`src/rtl/inst_fetcher.sv`:
```
// Instruction fetch front end: holds the PC, reads words from memory, presents one word to the decoder. Optional icache under ICACHE_EN.
// Latency: miss = 2 cycles + memory latency from ISSUE to inst_valid; icache hit = 1 cycle.
// Backpressure: a word is held until f_ok; rdy_in low freezes all state; a memory request is held until mem_ack.
module inst_fetcher #(
    parameter logic [31:0] RESET_PC       = 32'h0000_0000,
    parameter int          ICACHE_IDX_BIT = 6
) (
    input  logic        clk_in,
    input  logic        rst_n_in,
    input  logic        rdy_in,
    input  logic        rob_clear,
    input  logic [31:0] rob_clear_pc,
    output logic        mem_req,
    output logic [31:0] mem_addr,
    input  logic        mem_ack,
    input  logic [31:0] mem_data,
    output logic        inst_valid,
    output logic [31:0] inst_addr,
    output logic [31:0] inst_data,
    input  logic        f_ok,
    input  logic [31:0] f_next_pc
);

    typedef enum logic [1:0] {
        ST_ISSUE = 2'd0,
        ST_WAIT  = 2'd1,
        ST_HOLD  = 2'd2,
        ST_FLUSH = 2'd3
    } state_t;

    state_t      state;
    state_t      state_nxt;
    logic [31:0] pc;
    logic [31:0] pc_nxt;
    logic        mem_req_nxt;
    logic [31:0] mem_addr_nxt;
    logic        inst_valid_nxt;
    logic [31:0] inst_addr_nxt;
    logic [31:0] inst_data_nxt;

    logic        cache_hit;
    logic [31:0] cache_dat;

`ifdef ICACHE_EN
    localparam int LINES = 1 << ICACHE_IDX_BIT;
    localparam int TAG_W = 30 - ICACHE_IDX_BIT;

    logic [LINES-1:0]          line_vld;
    logic [TAG_W-1:0]          line_tag [LINES];
    logic [31:0]               line_dat [LINES];
    logic [ICACHE_IDX_BIT-1:0] pc_idx;
    logic [TAG_W-1:0]          pc_tag;
    logic                      cache_wr;

    assign pc_idx    = pc[ICACHE_IDX_BIT+1:2];
    assign pc_tag    = pc[31:ICACHE_IDX_BIT+2];
    assign cache_hit = line_vld[pc_idx] && (line_tag[pc_idx] == pc_tag);
    assign cache_dat = line_dat[pc_idx];
    // pc equals mem_addr while in WAIT, so it indexes the returning line.
    // Data arriving alongside a clear, or while flushing, never fills.
    assign cache_wr  = rdy_in && (state == ST_WAIT) && mem_ack && !rob_clear;

    always_ff @(posedge clk_in or negedge rst_n_in) begin
        if (!rst_n_in) begin
            line_vld <= '0;
        end else if (cache_wr) begin
            line_vld[pc_idx] <= 1'b1;
        end
    end

    always_ff @(posedge clk_in) begin
        if (cache_wr) begin
            line_tag[pc_idx] <= pc_tag;
            line_dat[pc_idx] <= mem_data;
        end
    end
`else
    assign cache_hit = 1'b0;
    assign cache_dat = 32'h0000_0000;
`endif

    always_comb begin
        state_nxt      = state;
        pc_nxt         = pc;
        mem_req_nxt    = mem_req;
        mem_addr_nxt   = mem_addr;
        inst_valid_nxt = inst_valid;
        inst_addr_nxt  = inst_addr;
        inst_data_nxt  = inst_data;

        case (state)
            ST_ISSUE: begin
                if (cache_hit) begin
                    inst_data_nxt  = cache_dat;
                    inst_addr_nxt  = pc;
                    inst_valid_nxt = 1'b1;
                    state_nxt      = ST_HOLD;
                end else begin
                    mem_addr_nxt = pc;
                    mem_req_nxt  = 1'b1;
                    state_nxt    = ST_WAIT;
                end
            end
            ST_WAIT: begin
                if (mem_ack) begin
                    mem_req_nxt    = 1'b0;
                    inst_data_nxt  = mem_data;
                    inst_addr_nxt  = pc;
                    inst_valid_nxt = 1'b1;
                    state_nxt      = ST_HOLD;
                end
            end
            ST_HOLD: begin
                if (f_ok) begin
                    inst_valid_nxt = 1'b0;
                    pc_nxt         = f_next_pc;
                    state_nxt      = ST_ISSUE;
                end
            end
            ST_FLUSH: begin
                if (mem_ack) begin
                    mem_req_nxt = 1'b0;
                    state_nxt   = ST_ISSUE;
                end
            end
            default: begin
                state_nxt = ST_ISSUE;
            end
        endcase

        // A clear overrides everything above; an outstanding request is drained, never withdrawn.
        if (rob_clear) begin
            pc_nxt         = rob_clear_pc;
            inst_valid_nxt = 1'b0;
            inst_addr_nxt  = inst_addr;
            inst_data_nxt  = inst_data;
            case (state)
                ST_WAIT, ST_FLUSH: begin
                    mem_addr_nxt = mem_addr;
                    mem_req_nxt  = !mem_ack;
                    state_nxt    = mem_ack ? ST_ISSUE : ST_FLUSH;
                end
                default: begin
                    mem_addr_nxt = mem_addr;
                    mem_req_nxt  = mem_req;
                    state_nxt    = ST_ISSUE;
                end
            endcase
        end
    end

    always_ff @(posedge clk_in or negedge rst_n_in) begin
        if (!rst_n_in) begin
            state      <= ST_ISSUE;
            pc         <= RESET_PC;
            mem_req    <= 1'b0;
            mem_addr   <= 32'h0000_0000;
            inst_valid <= 1'b0;
            inst_addr  <= 32'h0000_0000;
            inst_data  <= 32'h0000_0000;
        end else if (rdy_in) begin
            state      <= state_nxt;
            pc         <= pc_nxt;
            mem_req    <= mem_req_nxt;
            mem_addr   <= mem_addr_nxt;
            inst_valid <= inst_valid_nxt;
            inst_addr  <= inst_addr_nxt;
            inst_data  <= inst_data_nxt;
        end
    end

endmodule

```
`config.mk`:
```
export PLATFORM = sky130hd
export DESIGN_NAME = inst_fetcher
export DESIGN_NICKNAME = d
export VERILOG_FILES = /design/src/rtl/inst_fetcher.sv
export SDC_FILE = /design/constraint.sdc
export NUM_CORES = 1
export LEC_CHECK = 0
export BUFFER_PORTS_ARGS = -buffer_cell sky130_fd_sc_hd__buf_2
export CELL_PAD_IN_SITES_DETAIL_PLACEMENT = 0
export CELL_PAD_IN_SITES_GLOBAL_PLACEMENT = 1
export CORE_UTILIZATION = 42
export CTS_CLUSTER_SIZE = 16
export DETAILED_ROUTE_END_ITERATION = 16
export PLACE_DENSITY_LB_ADDON = 0.1
export SKIP_CTS_REPAIR_TIMING = 1
export SYNTH_ARGS = -nofsm -noshare
export SYNTH_HDL_FRONTEND = slang
export SYNTH_SLANG_ARGS = --single-unit
export TNS_END_PERCENT = 100
```
`constraint.sdc`:
```
create_clock -name clk_in -period 2.9 [get_ports clk_in]
set_input_delay 0 -clock clk_in [delete_from_list [all_inputs] [get_ports clk_in]]
set_output_delay 0 -clock clk_in [all_outputs]
set_load 0.01 [all_outputs]
```
==> flow_metrics.tcl <==
set metrics [dict create \
    critPathKind "flip-flop to flip-flop" \
    io_pins 200 \
    cp_max_fo 17 \
    grt_max_degree 58 \
    fill_cells 894 \
    holdWs_ns -0.00597 \
    path_buf_inv 1 \
    p_per_area_mw_per_mm2 898 \
    slowest_stage "or3_2" \
    dieArea_mm2 0.0133 \
    fp.dieW_um 115 \
    synth_common_cells "mux2_2 (155), dfrtp_1 (132), buf_2 (7), buf_6 (7), mux2_4 (5)" \
    track_usage 0.182 \
    synth_most_common_cell "mux2_2" \
    tightest_slew_ns 0.610 \
    fin_nets 741 \
    p_leak_nw 3.93 \
    grt_pass1_vias 3501 \
    area_delta_synth_final_pct 52.0 \
    num_vias 3802 \
    synth_nets 431 \
    clk_pin_slew_ns 0.05 \
    yosys-top-cells-area "dfrtp_1 (61%), mux2_2 (32%), buf_6 (1.5%)" \
    endpoint_kind "flip-flop" \
    status "finished with violations" \
    cp_top_family "simple AND/OR/NAND/NOR gates" \
    fmax_ghz 0.489 \
    synth_largest_area_cell "dfrtp_1" \
    ys_types 22 \
    maxCapViolations 0 \
    power_w 0.00734 \
    dp_cells 688 \
    arrival_ns 2.34 \
    hold_viol 1 \
    vias_per_cell 4.64 \
    violations "negative hold slack" \
    start_kind "flip-flop" \
    r2r-start "state[0]" \
    syn_area_per_cell_um2 16.4 \
    drtIter0Drc 129 \
    fin_crit_sh 0.705 \
    clock_path_buffers 2 \
    drive_above_1_share 0.614 \
    synth_edf_count 0 \
    max_stage_delay_ns 0.70 \
    fin_cells 819 \
    setup_viol 0 \
    vdd_drop_max_uv 554 \
    detailed_place_hpwl_um 7900 \
    final_core_util 0.667 \
    start_util 0.439 \
    clock_latency_ns 0.42 \
    ys_seq_area_frac 0.614 \
    ys_warn_count 0 \
    routed_wirelength_um 12500 \
    slew_viol_final 0 \
    worstHoldStart "rdy_in" \
    cts_root_buf "clkbuf_16" \
    yosys_register_bits 132 \
    synth_top_area_share 0.614 \
    rsz0062_at_grt "false" \
    min_path_type "input pin to flip-flop" \
    setup_tns_ns 0 \
    portBuffers 199 \
    crit_start "state[0]" \
    period_needed_ns 2.04 \
    synth_area_mm2 0.00538 \
    async_flop_share 1.00 \
    grt-ovfl-total 0 \
    cts_tree "built" \
    cts.sinks 132 \
    core_area_mm2 0.0123 \
    antenna_found_initial 0 \
    path_cells "nand3_2 -> or3_2 -> buf_4 -> mux2_2" \
    wire_per_inst_um 15.2 \
    rows 40 \
    first_pass_iters 4 \
    drc 0 \
    fin_worst_skew_ns 0.00774 \
    synth_flop_cell "dfrtp_1" \
    gp_congestion 0.691 \
    postRouteAntennaNets 0 \
    numCtsBuffers 17 \
    die-height_um 115 \
    grt_pass1_wl_um 17600 \
    htree_num_levels 4 \
    required_ns 3.19 \
    antenna-diode-count 0 \
    synthCells 329 \
    relSlewSlack 0.593 \
]
state kept, by name, indices dropped and copies added, names as in the netlist:
signal	count
inst_addr	32
inst_data	32
inst_valid	1
mem_addr	32
mem_req	1
pc	32
state	2
cell type report:
| type | count | area [um^2] | share of cell area |
|---|---|---|---|
| clock buffer | 28 | 537 | 0.0656 |
| clock inverter | 3 | 40.0 | 0.00489 |
| inverter | 1 | 3.75 | 0.000459 |
| multi-input combinational | 179 | 1970 | 0.241 |
| sequential | 132 | 3300 | 0.404 |
| tap | 168 | 210 | 0.0257 |
| timing repair buffer | 308 | 2120 | 0.259 |
cells by family after synthesis:
kind of cell	Yosys count	synth area share
AO/OA/AOI/OAI	9	0.0121
buffers and inverters	18	0.0240
flip-flops	132	0.614
multiplexers	160	0.338
AND/OR/NAND/NOR	10	0.0116
through the flow:
step | worst slack (ns) | instance area (um^2)
final | 0.856 | 8180
after global placement | 0.921 | 6600
after floorplan | 1.28 | 5380
after detailed placement | 0.836 | 6600
after global routing | 0.768 | 8180
after CTS | 0.837 | 7180
power breakdown:
part | switching [W] | internal [W] | total (W)
Sequential | 0.000402 | 0.00263 | 0.00303
Clock | 0.000720 | 0.00133 | 0.00205
Combinational | 0.000993 | 0.00127 | 0.00227
Total | 0.00211 | 0.00523 | 0.00734
per-layer routing:
metal  vias up  track usage  routed length, um
met5         -            0                  0
met3        16       0.0859                801
met4         0       0.0745                175
li1       1801            -                  -
met2       120        0.283               6260
met1      1865        0.217               5250
final timing paths:
kind                                  to  slack [ns]  depth (start not counted)
min in group asynchronous          pc[4]        0.13                          2
max in group asynchronous   mem_addr[23]        1.92                          3
min                              mem_req      -0.006                          3
min reg2reg                      mem_req        0.49                          1
max reg2reg                inst_data[29]        0.86                          4
max                        inst_data[29]        0.86                          4
cells in the final DEF, fill, tap and decap left out:
master | synthesis | routed
a21boi_0 | 2 | 2
a21o_1 | 1 | 1
a21oi_1 | 1 | 1
buf_12 | 0 | 4
buf_2 | 7 | 198
buf_4 | 0 | 6
bufinv_16 | 0 | 1
clkbuf_1 | 2 | 4
clkbuf_16 | 0 | 17
clkbuf_8 | 0 | 7
clkinv_2 | 0 | 2
dfrtp_1 | 132 | 132
dlygate4sd3_1 | 0 | 100
inv_1 | 1 | 1
mux2_2 | 155 | 155
mux2_4 | 5 | 5
nand2_1 | 4 | 4
nand2b_1 | 1 | 1
nand3_2 | 1 | 1
nor2_1 | 1 | 1
nor4b_4 | 0 | 1
o21a_1 | 1 | 1
o21ai_4 | 0 | 1
o21ba_2 | 1 | 1
o22a_1 | 1 | 1
o22ai_1 | 1 | 1
or3_1 | 2 | 1
or3_2 | 0 | 1
worst reg2reg max path: stages, from the launching register on:
cell	delay [ns]
dfrtp_1	0.48
nand3_2	0.14
or3_2	0.70
buf_4	0.31
mux2_2	0.29
No activity file was read; power rests on OpenSTA's default activity.
